==> src/rtl/frog_turn_sequencer.sv <==
// rtl/frog_turn_sequencer.sv - per-frame turn scheduler for three frogs: spawn, home slots, death events, turn timer
// Optional turn-timeout deaths are enabled by defining TURN_TIMEOUT_EN.
module frog_turn_sequencer #(
    parameter int HOME_Y         = 40,
    parameter int SLOT0_X        = 120,
    parameter int SLOT1_X        = 280,
    parameter int SLOT2_X        = 480,
    parameter int TURN_FRAMES    = 1800,
    parameter int RESPAWN_FRAMES = 60
) (
    input  logic        frame_clk,
    input  logic        game_restart_n,
    input  logic [10:0] frog1_x,
    input  logic [10:0] frog2_x,
    input  logic [10:0] frog3_x,
    input  logic [10:0] frog1_y,
    input  logic [10:0] frog2_y,
    input  logic [10:0] frog3_y,
    input  logic        collision_hit,
    input  logic        game_over,
    output logic [1:0]  active_frog,
    output logic        spawn_pulse,
    output logic        dead_frog,
    output logic [2:0]  slot_filled,
    output logic        all_home,
    output logic [10:0] turn_timer
);

    typedef enum logic [2:0] {
        S_IDLE, S_SPAWN, S_PLAY, S_DYING, S_HOME, S_WAIT, S_DONE
    } state_t;

    localparam logic [10:0] HOME_Y_W     = 11'(HOME_Y);
    localparam logic [10:0] SLOT0_W      = 11'(SLOT0_X);
    localparam logic [10:0] SLOT1_W      = 11'(SLOT1_X);
    localparam logic [10:0] SLOT2_W      = 11'(SLOT2_X);
    localparam logic [10:0] TURN_W       = 11'(TURN_FRAMES);
    localparam logic [10:0] RESPAWN_LAST = 11'(RESPAWN_FRAMES - 1);

    state_t      state_q, state_d;
    logic [1:0]  idx_q, idx_d;
    logic [10:0] cnt_q, cnt_d;
    logic [1:0]  active_d;
    logic        spawn_d, dead_d, all_home_d;
    logic [2:0]  slot_d;
    logic [10:0] timer_d;

    logic [10:0] cur_x, cur_y;
    logic [2:0]  slot_hit;
    logic        at_home_row, empty_hit;

    always_comb begin
        case (idx_q)
            2'd2:    begin cur_x = frog2_x; cur_y = frog2_y; end
            2'd3:    begin cur_x = frog3_x; cur_y = frog3_y; end
            default: begin cur_x = frog1_x; cur_y = frog1_y; end
        endcase
        slot_hit    = {cur_x == SLOT2_W, cur_x == SLOT1_W, cur_x == SLOT0_W};
        at_home_row = (cur_y == HOME_Y_W);
        empty_hit   = |(slot_hit & ~slot_filled);
    end

    always_comb begin
        state_d    = state_q;
        idx_d      = idx_q;
        cnt_d      = cnt_q;
        active_d   = active_frog;
        spawn_d    = 1'b0;
        dead_d     = 1'b0;
        slot_d     = slot_filled;
        all_home_d = all_home;
        timer_d    = turn_timer;

        // game_over outranks every same-cycle event, including deaths and homes
        if (game_over) begin
            state_d  = S_DONE;
            active_d = 2'd0;
        end else begin
            case (state_q)
                S_IDLE: begin
                    state_d  = S_SPAWN;
                    spawn_d  = 1'b1;
                    active_d = idx_q;
                    timer_d  = TURN_W;
                end
                S_SPAWN: state_d = S_PLAY;
                S_PLAY: begin
                    if (collision_hit) begin
                        state_d = S_DYING;
                        dead_d  = 1'b1;
                    end else if (at_home_row && empty_hit) begin
                        state_d = S_HOME;
                        slot_d  = slot_filled | slot_hit;
                    end else if (at_home_row) begin
                        state_d = S_DYING;
                        dead_d  = 1'b1;
                    end
`ifdef TURN_TIMEOUT_EN
                    else if (turn_timer == 11'd0) begin
                        state_d = S_DYING;
                        dead_d  = 1'b1;
                    end else begin
                        timer_d = turn_timer - 11'd1;
                    end
`endif
                end
                S_DYING: begin
                    state_d  = S_WAIT;
                    active_d = 2'd0;
                    cnt_d    = 11'd0;
                end
                S_HOME: begin
                    active_d = 2'd0;
                    if (slot_filled == 3'b111) begin
                        all_home_d = 1'b1;
                        state_d    = S_DONE;
                    end else begin
                        idx_d   = idx_q + 2'd1;
                        cnt_d   = 11'd0;
                        state_d = S_WAIT;
                    end
                end
                S_WAIT: begin
                    if (cnt_q == RESPAWN_LAST) begin
                        state_d  = S_SPAWN;
                        spawn_d  = 1'b1;
                        active_d = idx_q;
                        timer_d  = TURN_W;
                        cnt_d    = 11'd0;
                    end else begin
                        cnt_d = cnt_q + 11'd1;
                    end
                end
                S_DONE:  active_d = 2'd0;
                default: state_d = S_IDLE;
            endcase
        end
    end

    always_ff @(posedge frame_clk or negedge game_restart_n) begin
        if (!game_restart_n) begin
            state_q     <= S_IDLE;
            idx_q       <= 2'd1;
            cnt_q       <= 11'd0;
            active_frog <= 2'd0;
            spawn_pulse <= 1'b0;
            dead_frog   <= 1'b0;
            slot_filled <= 3'b000;
            all_home    <= 1'b0;
            turn_timer  <= TURN_W;
        end else begin
            state_q     <= state_d;
            idx_q       <= idx_d;
            cnt_q       <= cnt_d;
            active_frog <= active_d;
            spawn_pulse <= spawn_d;
            dead_frog   <= dead_d;
            slot_filled <= slot_d;
            all_home    <= all_home_d;
            turn_timer  <= timer_d;
        end
    end

endmodule

==> config.mk <==
export PLATFORM = sky130hd
export DESIGN_NAME = frog_turn_sequencer
export DESIGN_NICKNAME = d
export VERILOG_FILES = /design/src/rtl/frog_turn_sequencer.sv
export SDC_FILE = /design/constraint.sdc
export NUM_CORES = 1
export LEC_CHECK = 0
export CORE_ASPECT_RATIO = 1.2
export CORE_UTILIZATION = 36
export CTS_CLUSTER_SIZE = 20
export DETAILED_ROUTE_END_ITERATION = 8
export PLACE_DENSITY = 0.78
export REMOVE_ABC_BUFFERS = 1
export SYNTH_ARGS = -nofsm -noshare
export SYNTH_HDL_FRONTEND = slang
export SYNTH_SLANG_ARGS = --single-unit
==> constraint.sdc <==
create_clock -name frame_clk -period 2.45 [get_ports frame_clk]
set_input_delay 0.3675 -clock frame_clk [delete_from_list [all_inputs] [get_ports frame_clk]]
set_output_delay 0.3675 -clock frame_clk [all_outputs]
set_load 0.05 [all_outputs]
# Word level (Yosys, flattened, before mapping)
# Cells that the tools add are included.
[totals]
mem_count = 0
in_bits = 70
rom_bits = 0
regBits = 35
output_inout_bits = 19
ramBits = 0
wordCells = 75
latchBits = 0
[classes]
div = 0
bitwise = 6
shift = 0
add_sub_neg = 2
muxes = 25
n_reduce_logical = 14
magnitude_cmp = 0
mul = 0
eq_ne = 19
[op_table]
columns = ["op", "count"]
rows = [
  ["$pmux 11 s2", 3],
  ["$mux 11", 3],
  ["$pmux 11 s3", 1],
  ["$eq 11x6->1 const B", 2],
  ["$eq 11x9->1 const B", 2],
  ["$pmux 3 s7", 1],
  ["$mux 3", 5],
  ["$reduce_and 3->1", 5],
  ["$eq 3x3->1 const B", 4],
  ["$add 11x1->11 const B", 1],
  ["$eq 11x7->1 const B", 1],
  ["$mux 1", 7],
  ["$eq 3x2->1 const B", 2],
  ["$mux 2", 3],
  ["$ne 2x2->1 const B", 3],
  ["$pmux 2 s3", 1],
  ["$reduce_or 3->1", 2],
  ["$ne 5x5->1 const B", 1],
  ["$eq 2x2->1 const B", 2],
  ["$reduce_and 4->1", 1],
  ["$reduce_bool 4->1", 1],
  ["$and 3x3->3", 1],
  ["$eq 3x1->1 const B", 1],
  ["$logic_not 3->1", 1],
  ["10 further kinds", 12],
]

# Longest topological paths before layout
# Gate-level depths: netlist of run 1.
[depth]
ltp_word = 10
depth_mapped = 9
ltp_nobuf = 8

# Worst setup path before layout of run 1
# Ideal clock, no wire load.
[synth_path]
path_type = "register to register"
startpoint = "register idx_q[0]"
endpoint = "register state_q[1]"
path_buffers = 0
t_required_ns = 2.330
period_less_slack_ns = 2.419
arrival_time_ns = 2.299
path_stages_with_launch = 9
path_slack_ns = 0.031
setup_time_ns = 0.120
cell_sequence = "dfstp_2 -> inv_1 -> ha_1 -> or3b_1 -> a221o_1 -> nor4b_2 -> and2b_1 -> o211ai_1 -> a31o_1"
[synth_between]
elab_chain_len = 10
word_cells_on_any_way = 17
cone_classes = "7 x eq/ne; 6 x mux; 1 x bitwise; 3 x reduce/logical"
[synth_lines]
columns = ["item", "line_no", "text"]
rows = [
  ["start, declared", "41", "logic [1:0] idx_q, idx_d;"],
  ["start signal, assigned", "153", "idx_q <= idx_d;"],
  ["$eq 2x2->1", "53", "case (idx_q)"],
  ["$pmux 11 s2", "53", ""],
  ["$eq 11x7->1 or $eq 11x9->1 (tied branches)", "58", "slot_hit = {cur_x == SLOT2_W, cur_x == SLOT1_W, cur_x == SLOT0_W};"],
  ["$and 3x3->3", "60", "empty_hit = |(slot_hit & ~slot_filled);"],
  ["$reduce_or 3->1", "60", ""],
  ["$logic_and 1x1->1", "91", "end else if (at_home_row && empty_hit) begin"],
  ["$mux 3", "91", ""],
  ["$mux 3", "88", "if (collision_hit) begin"],
  ["$pmux 3 s7", "79", "case (state_q)"],
  ["$mux 3", "75", "if (game_over) begin"],
  ["end signal, assigned", "152", "state_q <= state_d;"],
  ["end, declared", "40", "state_t state_q, state_d;"],
]
# Several ways; a longest one is shown, not always the timed one.
# A chain may end at the register's enable or synchronous reset.

# Worst setup path in the final report of run 1
[layout_path]
startpoint = "register idx_q[0]"
endpoint = "register state_q[0]"
# Same word-level chain as after synthesis.

==> results.md, run 1 <==
- The run finished with clean final reports.
- For this run, the register share of the synthesized area comes to 0.349.
- The minimum setup slack after placement is -0.0449 ns.
- The path type of the worst setup path is reg2reg.
- The wire length the detailed router placed on met1 is 2060 µm.
- Entering global routing, the biggest net connects 25 pins.
- Compared with the post-synthesis result, the final layout area differs by 58.7%.
- For this design, the slowest cell found on the critical path is sky130_fd_sc_hd__or3b_4.
- sky130_fd_sc_hd__dfrtp_1 is the most common cell in the netlist.
- The sum of met2 wire segment lengths after detailed routing is 2500 µm.
- The maximum ir drop on the vdd rail is 372 µV.
- Summed over all instances, the cell type with the most area after synthesis is sky130_fd_sc_hd__dfrtp_1.
- The top routing layer in use is met4.
- The number of I/O pins is 89.
- TritonCTS built the clock tree.
- In the routed design, unresolved DRC markers number 0.
- The congestion estimate from routability-driven global placement came to 0.812.
- Summing all placed instances gives a cell area of 0.00257 mm².
- The vertical extent of the die is 77.8 µm.
- For this configuration, the core starts out at a cell density of 0.376.
- Counting every sink on the clock net gives 24.
- For this design the ratio of total power to cell area is 347 mW/mm².
- The number of buffer and inverter instances along the worst setup path is 1.
- In the post-synthesis netlist, the biggest area contributors are sky130_fd_sc_hd__dfrtp_1 (33%), sky130_fd_sc_hd__o21ai_0 (5.2%), sky130_fd_sc_hd__buf_4 (4.8%).
- The register-to-register path setup slack is 0.06 ns.
- The share of total power dissipated in sequential elements is 0.425.
- Cell internal power was estimated by the tool at 0.000737 W.
- The netlist uses 54 different library cells.
- The mean post-synth cell area is 8.50 µm².
- The floorplan has 27 rows.
- The TritonCTS buffer count is 3.
- In this run the remaining antenna-violating nets after routing total 0.
- The clock reaches the later pin of the worst-skew pair after 0.27 ns.
- For the pin with the worst max-slew slack, the measured transition is 0.613 ns.
- The worst pin sits at a relative slew slack of 0.581.
- Summed over all cells, the static leakage comes to 1.12 nW.
- The number of antenna diodes in the final layout is 0.
- The number of antenna violations at the first check in global routing was 0.
- The share of total power dissipated in the clock network is 0.366.
- The synthesized netlist occupies a cell area of 0.00173 mm².
- The number of synthesized register bits is 24.
- The critical path runs through a total of 8 cells.
- The count of flip-flops with a built-in enable after synthesis is 0.
- The first global-routing pass estimated 8220 µm of wire.
- The element type at the critical path end is a register.
- The number of search-and-repair iterations in the first detailed-routing pass is 4.
- The commonest cells after synthesis are sky130_fd_sc_hd__dfrtp_1 (23), sky130_fd_sc_hd__nor2_1 (20), sky130_fd_sc_hd__o21ai_0 (18).
- The count of routing violations after the opening detailed-route iteration is 57.
- The detail-routed via count per cell is 5.41.
- After detailed routing, the met3 layer carries 481 µm of wire.
- The post-route non-filler standard cell count is 348.
- In this design, the stage delay of the slowest critical-path cell is 0.40 ns.
- Static timing analysis puts the maximum clock frequency at 0.419 GHz.
- The overall power after layout is 0.000951 W.
- The die covers 0.00508 mm².
- The data arrival at the endpoint of the critical path is 2.55 ns.
- In this run, placement finished with an instance count of 340.
- The width of the chip is 65.2 µm.
- The net count of the finished layout is 364.
- The hold buffer count at cts is 0.
- The global-route congestion overflow total is 0.
- The most critical setup path has its startpoint at idx_q[0].
- The number of slew-limit violations in the final report was 0.
- The startpoint identified for the worst register-to-register timing path is idx_q[0].
- The HPWL after detailed placement is 3970 µm.
- Clock-pin slew was measured on the worst setup and hold paths at 0.08 ns.
- The critical path goes through buf_4, ha_4, or3b_4, a221o_1, nor4b_2, and2b_2, o211ai_1, a32o_1.
- Setup repair after global routing could not meet its margin everywhere.
- Setup violations remaining at the end of the flow were counted as 0.
- The tightest min-delay check is of the in2async type.
- The critical path launch point type is a register.
- The switching power share of the total is 0.225.
- Counting cells, the worst reg-to-reg path comes to 8.
- The net load switching power is 0.000214 W.
- The share of synthesized area in the top cell type comes to 0.334.
- Detailed routing inserted a total of 1884 vias.
- The post-synthesis async set-or-reset flop share is 1.00.
- For this run, the total global-route usage over all layers was measured as 0.200.
- The routed wire length per instance is 14.6 µm.
- The finished cells cover 0.00274 mm².
- During synthesis, Yosys emitted a total of 0 warnings.
- Dividing the final minimum period by the clock period gives 0.975.
- The maximum level of the CTS H-tree is 1.
- During placement, the flow inserted port buffers numbering 77.
- The post-route minimum period is 2.39 ns.
- For this block, the routed nets add up to 5070 µm of wire.
- The proportion of layout cells with a drive suffix above 1 is 0.128.
- The number of hold-slack violations in the final timing report is 0.
- The number of global-route vias before repair came to 1879.
- On the critical path the largest part of the delay comes from simple AND/OR/NAND/NOR gates.
- The synthesized netlist cell count is 203.
- The clock tree root driver cell is sky130_fd_sc_hd__clkbuf_8.
- The share of total power dissipated in combinational logic is 0.210.
- Data on the critical path is required at its endpoint by 2.61 ns.
- The largest fanout of any net on the critical path is 8.
- Among all flip-flop cells after synthesis, the most frequent one is sky130_fd_sc_hd__dfrtp_1.
- The maximum number of buffers from clock root to sink is 2.
- Across the run, the number of max-cap violations was 0.
- The worst register-to-register path ends at state_q[0].
- For the final database, setup skew stands at 0.00212 ns.
- The region available for standard cell placement spans 0.00459 mm².
- Once routing completed, OpenROAD measured the worst setup slack at 0.0614 ns.
-- placed cells by master (no fill, tap or decap), types with 7 or more instances in the layout --
cell type,n
sky130_fd_sc_hd__a21oi_1,7
sky130_fd_sc_hd__a22o_1,9
sky130_fd_sc_hd__buf_4,17
sky130_fd_sc_hd__clkdlybuf4s50_1,77
sky130_fd_sc_hd__conb_1,11
sky130_fd_sc_hd__dfrtp_1,22
sky130_fd_sc_hd__nand2_1,15
sky130_fd_sc_hd__nand3_1,9
sky130_fd_sc_hd__nor2_1,20
sky130_fd_sc_hd__o21ai_0,18
-- registers in the layout, indices dropped and copies added, names as in the netlist --
name	flops
cnt_q	11
slot_filled	3
state_q	3
active_frog	2
idx_q	2
all_home	1
dead_frog	1
spawn_pulse	1
-- cell families after synthesis --
family,share of synthesized area
buffers and inverters,0.0783
AND/OR/NAND/NOR,0.281
AO/OA/AOI/OAI,0.249
XOR/XNOR,0.00508
adder cells (fa/ha/maj),0.0218
flip-flops,0.349
other,0.00435
multiplexers,0.0116
-- power groups by stage --
stage,combinational [W],sequential [W],clock (W)
finish,0.000199,0.000404,0.000348
global route,0.000213,0.000404,0.000369
CTS,0.000195,0.000404,0.000353
detailed placement,0.000192,0.000412,0
global placement,0.000191,0.000411,0
floorplan,0.0000612,0.000411,0
-- repair_timing --
action,4_1_cts,5_1_grt
setup buffers,3,1
pin swaps,6,5
endpoints found under the setup margin,2,5
resized for setup,3,11
endpoints found under the hold margin,0,0
-- final cells by class --
cell class	count	area, µm²
clock buffer	3	41.3
clock inverter	1	30.0
fill	411	1860
inverter	2	7.51
multi-input combinational	166	1090
sequential	24	603
tap	58	72.6
timing repair buffer	94	898
-- through the flow --
stage | hold WS (ns) | util | setup TNS (ns)
floorplan | 0.0719 | - | -0.138
global placement | 0.451 | 0.560 | -0.0388
detailed placement | 0.460 | 0.560 | -0.0844
CTS | 0.451 | 0.582 | 0
global route | 0.471 | 0.596 | -0.143
finish | 0.443 | 0.596 | 0
-- routing by layer --
| metal | track usage | vias up |
|---|---|---|
| li1 | - | 914 |
| met1 | 0.234 | 885 |
| met2 | 0.373 | 81 |
| met3 | 0.0382 | 4 |
| met4 | 0.0326 | 0 |
| met5 | 0 | - |
-- how the worst max path moves through the flow --
| stage | to | slack, ns |
|---|---|---|
| 2_1_floorplan | state_q[1] | -0.07 |
| 3_3_place_gp | state_q[1] | -0.02 |
| 3_5_place_dp | state_q[1] | -0.04 |
| 4_1_cts | state_q[0] | 0.006 |
| 5_1_grt | state_q[0] | -0.06 |
| 6_report | state_q[0] | 0.06 |
No activity file was read; power rests on OpenSTA's default activity.
==> run 2, diff against run 1 <==
CORE_MARGIN = 10   (was default)
SKIP_CTS_REPAIR_TIMING = 1   (was default)
==> run 2 against run 1 <==
The flow now finishes with violations (negative setup slack). Setup slack got worse by 0.069 ns. Fmax fell by 2.8%. Sequential share of layout area rose by 0.37 points.
==> results.md, run 2 (synthesis gave the netlist of run 1 again) <==
- The flow ran to the end, but the final reports show violations.
- The final reports fail on negative setup slack.
- The clock tree root driver cell is sky130_fd_sc_hd__clkbuf_8.
- The pre-antenna-repair detailed-routing pass consisted of 4 iterations.
- The met3 usage in global routing is 0.0499.
- The first global-routing pass estimated 9380 µm of wire.
- The register bank with the most flops is cnt_q.
- Summing over every cut layer, the via total after detailed routing is 1843.
- The area growth from synthesis to final layout is 55.8%.
- Setup repair after global routing could not meet its margin everywhere.
- The count of placed standard cells including taps is 340.
- In the routed layout, each cell is associated on average with a via count of 5.33.
- The final weighted congestion in routability-driven placement is 0.825.
- The depth of the most critical reg-to-reg path is 8.
- The number of nets with antenna violations after detailed routing is 0.
- STA puts the critical path data required time at 2.60 ns.
- The routed wire length per instance is 17.0 µm.
- Counting the buffers created by CTS gives 3.
- The sink count of the clock tree is 24.
- In the finished design, the share of the clock period the worst path needs comes to 1.00.
- The path class of the tightest hold or removal check is in2async.
- The library cell used most frequently in the layout, excluding fill and tap cells, is sky130_fd_sc_hd__clkdlybuf4s50_1.
- After detailed routing, the number of remaining DRC violations is 0.
- The worst setup path is captured at a register.
- For this block, the routed nets add up to 5880 µm of wire.
- The post-route minimum period is 2.46 ns.
- The width of the chip is 83.2 µm.
- In the global route stage, met2 resource usage came out at 0.232.
- The worst hold-check slack is 0.457 ns.
- The number of slew-limit violations in the final report is 0.
- The largest net degree at the start of global routing is 25.
- At the worst endpoint, the arrival time is 2.61 ns.
- The number of antenna violations at the first check in global routing is 0.
- The most crowded layer after global routing is met2.
- VDD sags by at most 332 µV.
- Of the cells placed in the final design, the portion with a size suffix greater than 1 is 0.108.
- In this run the number of H-tree levels came out at 1.
- The worst setup path is of the reg2reg kind.
- The number of I/O pins is 89.
- The register with the most flip-flops in the layout has 11 of them.
- The maximum clock frequency is 0.407 GHz.
- The count of routing violations after the opening detailed-route iteration is 67.
- The starting density of the core is 0.373.
- Clock-pin slew was measured on the worst setup and hold paths at 0.09 ns.
- For this design the ratio of total power to cell area is 351 mW/mm².
- The net count of the finished layout is 362.
- The HPWL after detailed placement is 4960 µm.
- After routing the design area is 0.00269 mm².
- Clock skew on the completed layout was measured at 0.00308 ns.
- The number of rows created at floorplan is 27.
- The overall power after layout is 0.000944 W.
- STA classifies the critical path startpoint as a register.
- After routing, the total negative slack on setup checks comes to -0.00795 ns.
- The placed instance area is 0.00257 mm².
- The post-route non-filler standard cell count is 346.
- After layout, the worst setup slack is -0.00795 ns.
- The number of hold-slack violations in the final timing report is 0.
- The number of antenna diodes in the final layout is 0.
- The global-route met1 utilization is 0.180.
- The largest fanout of any net on the critical path is 3.
- The largest registers in the layout are cnt_q (11), slot_filled (3), state_q (3).
- The analysis attributes to cell leakage a power of 1.10 nW.
- The max-cap violation count is 0.
- The vertical extent of the die is 95.8 µm.
- For this run, the total global-route usage over all layers was measured as 0.141.
- The top cell types in the final layout, fill and taps aside, are sky130_fd_sc_hd__clkdlybuf4s50_1 (77), sky130_fd_sc_hd__dfrtp_1 (23), sky130_fd_sc_hd__nor2_1 (19), sky130_fd_sc_hd__o21ai_0 (18).
- The placeable core region is 0.00463 mm².
- The die covers 0.00797 mm².
- The global-route congestion overflow total is 0.
- Input and output buffers added on the ports amount to 77.
- The clock tree from TritonCTS is yes.
- Headroom to the max-slew limit came out at 0.631.
- The maximum number of buffers from clock root to sink is 2.
- Setup violations remaining at the end of the flow were counted as 1.
- The clock latency on the worst-skew pair is 0.26 ns.
- The number of global-route vias before repair was 1805.
- For the pin with the worst max-slew slack, the measured transition is 0.551 ns.
run 2: final timing paths:
| kind | startpoint | end | slack, ns |
|---|---|---|---|
| worst max register to register | idx_q[0] | state_q[0] | -0.008 |
| worst min-delay path | game_restart_n | cnt_q[3] | 0.46 |
| max in group asynchronous | game_restart_n | idx_q[0] | 1.71 |
| worst max-delay path | idx_q[0] | state_q[0] | -0.008 |
| min in group frame_clk | all_home | all_home | 0.48 |
| worst min register to register | all_home | all_home | 0.48 |
run 2: routing by layer:
metal  vias to the layer above  routed length, µm
li1                        915                  -
met1                       841               2670
met2                        87               2690
met3                         0                520
met4                         0                  0
met5                         -                  0
run 2: stage by stage:
step | worst slack, ns | util
detailed placement | -0.0349 | 0.556
global route | -0.0994 | 0.581
global placement | -0.0261 | 0.556
finish | -0.00795 | 0.581
CTS | -0.0479 | 0.571
floorplan | -0.0700 | -
run 2: cell type report:
| class | count | area [µm²] |
|---|---|---|
| fillers | 433 | 1940 |
| inverters | 2 | 7.51 |
| repair buffers | 92 | 883 |
| flip-flops and latches | 24 | 602 |
| well taps | 58 | 72.6 |
| clock buffers | 3 | 41.3 |
| multi-input cells | 166 | 1050 |
| clock inverters | 1 | 30.0 |
run 2: report_power, final:
| group | internal, W | switching [W] |
|---|---|---|
| clock network | 0.000218 | 0.000126 |
| registers | 0.000400 | 0.00000415 |
| logic | 0.000116 | 0.0000798 |
run 2: worst max-delay path: stages, from the launching register on:
cell	delay, ns
sky130_fd_sc_hd__dfstp_2	0.56
sky130_fd_sc_hd__inv_2	0.05
sky130_fd_sc_hd__ha_4	0.15
sky130_fd_sc_hd__or3b_4	0.39
sky130_fd_sc_hd__a221o_1	0.32
sky130_fd_sc_hd__nor4b_2	0.29
sky130_fd_sc_hd__and2b_2	0.21
sky130_fd_sc_hd__o211ai_1	0.15
sky130_fd_sc_hd__a32o_1	0.23
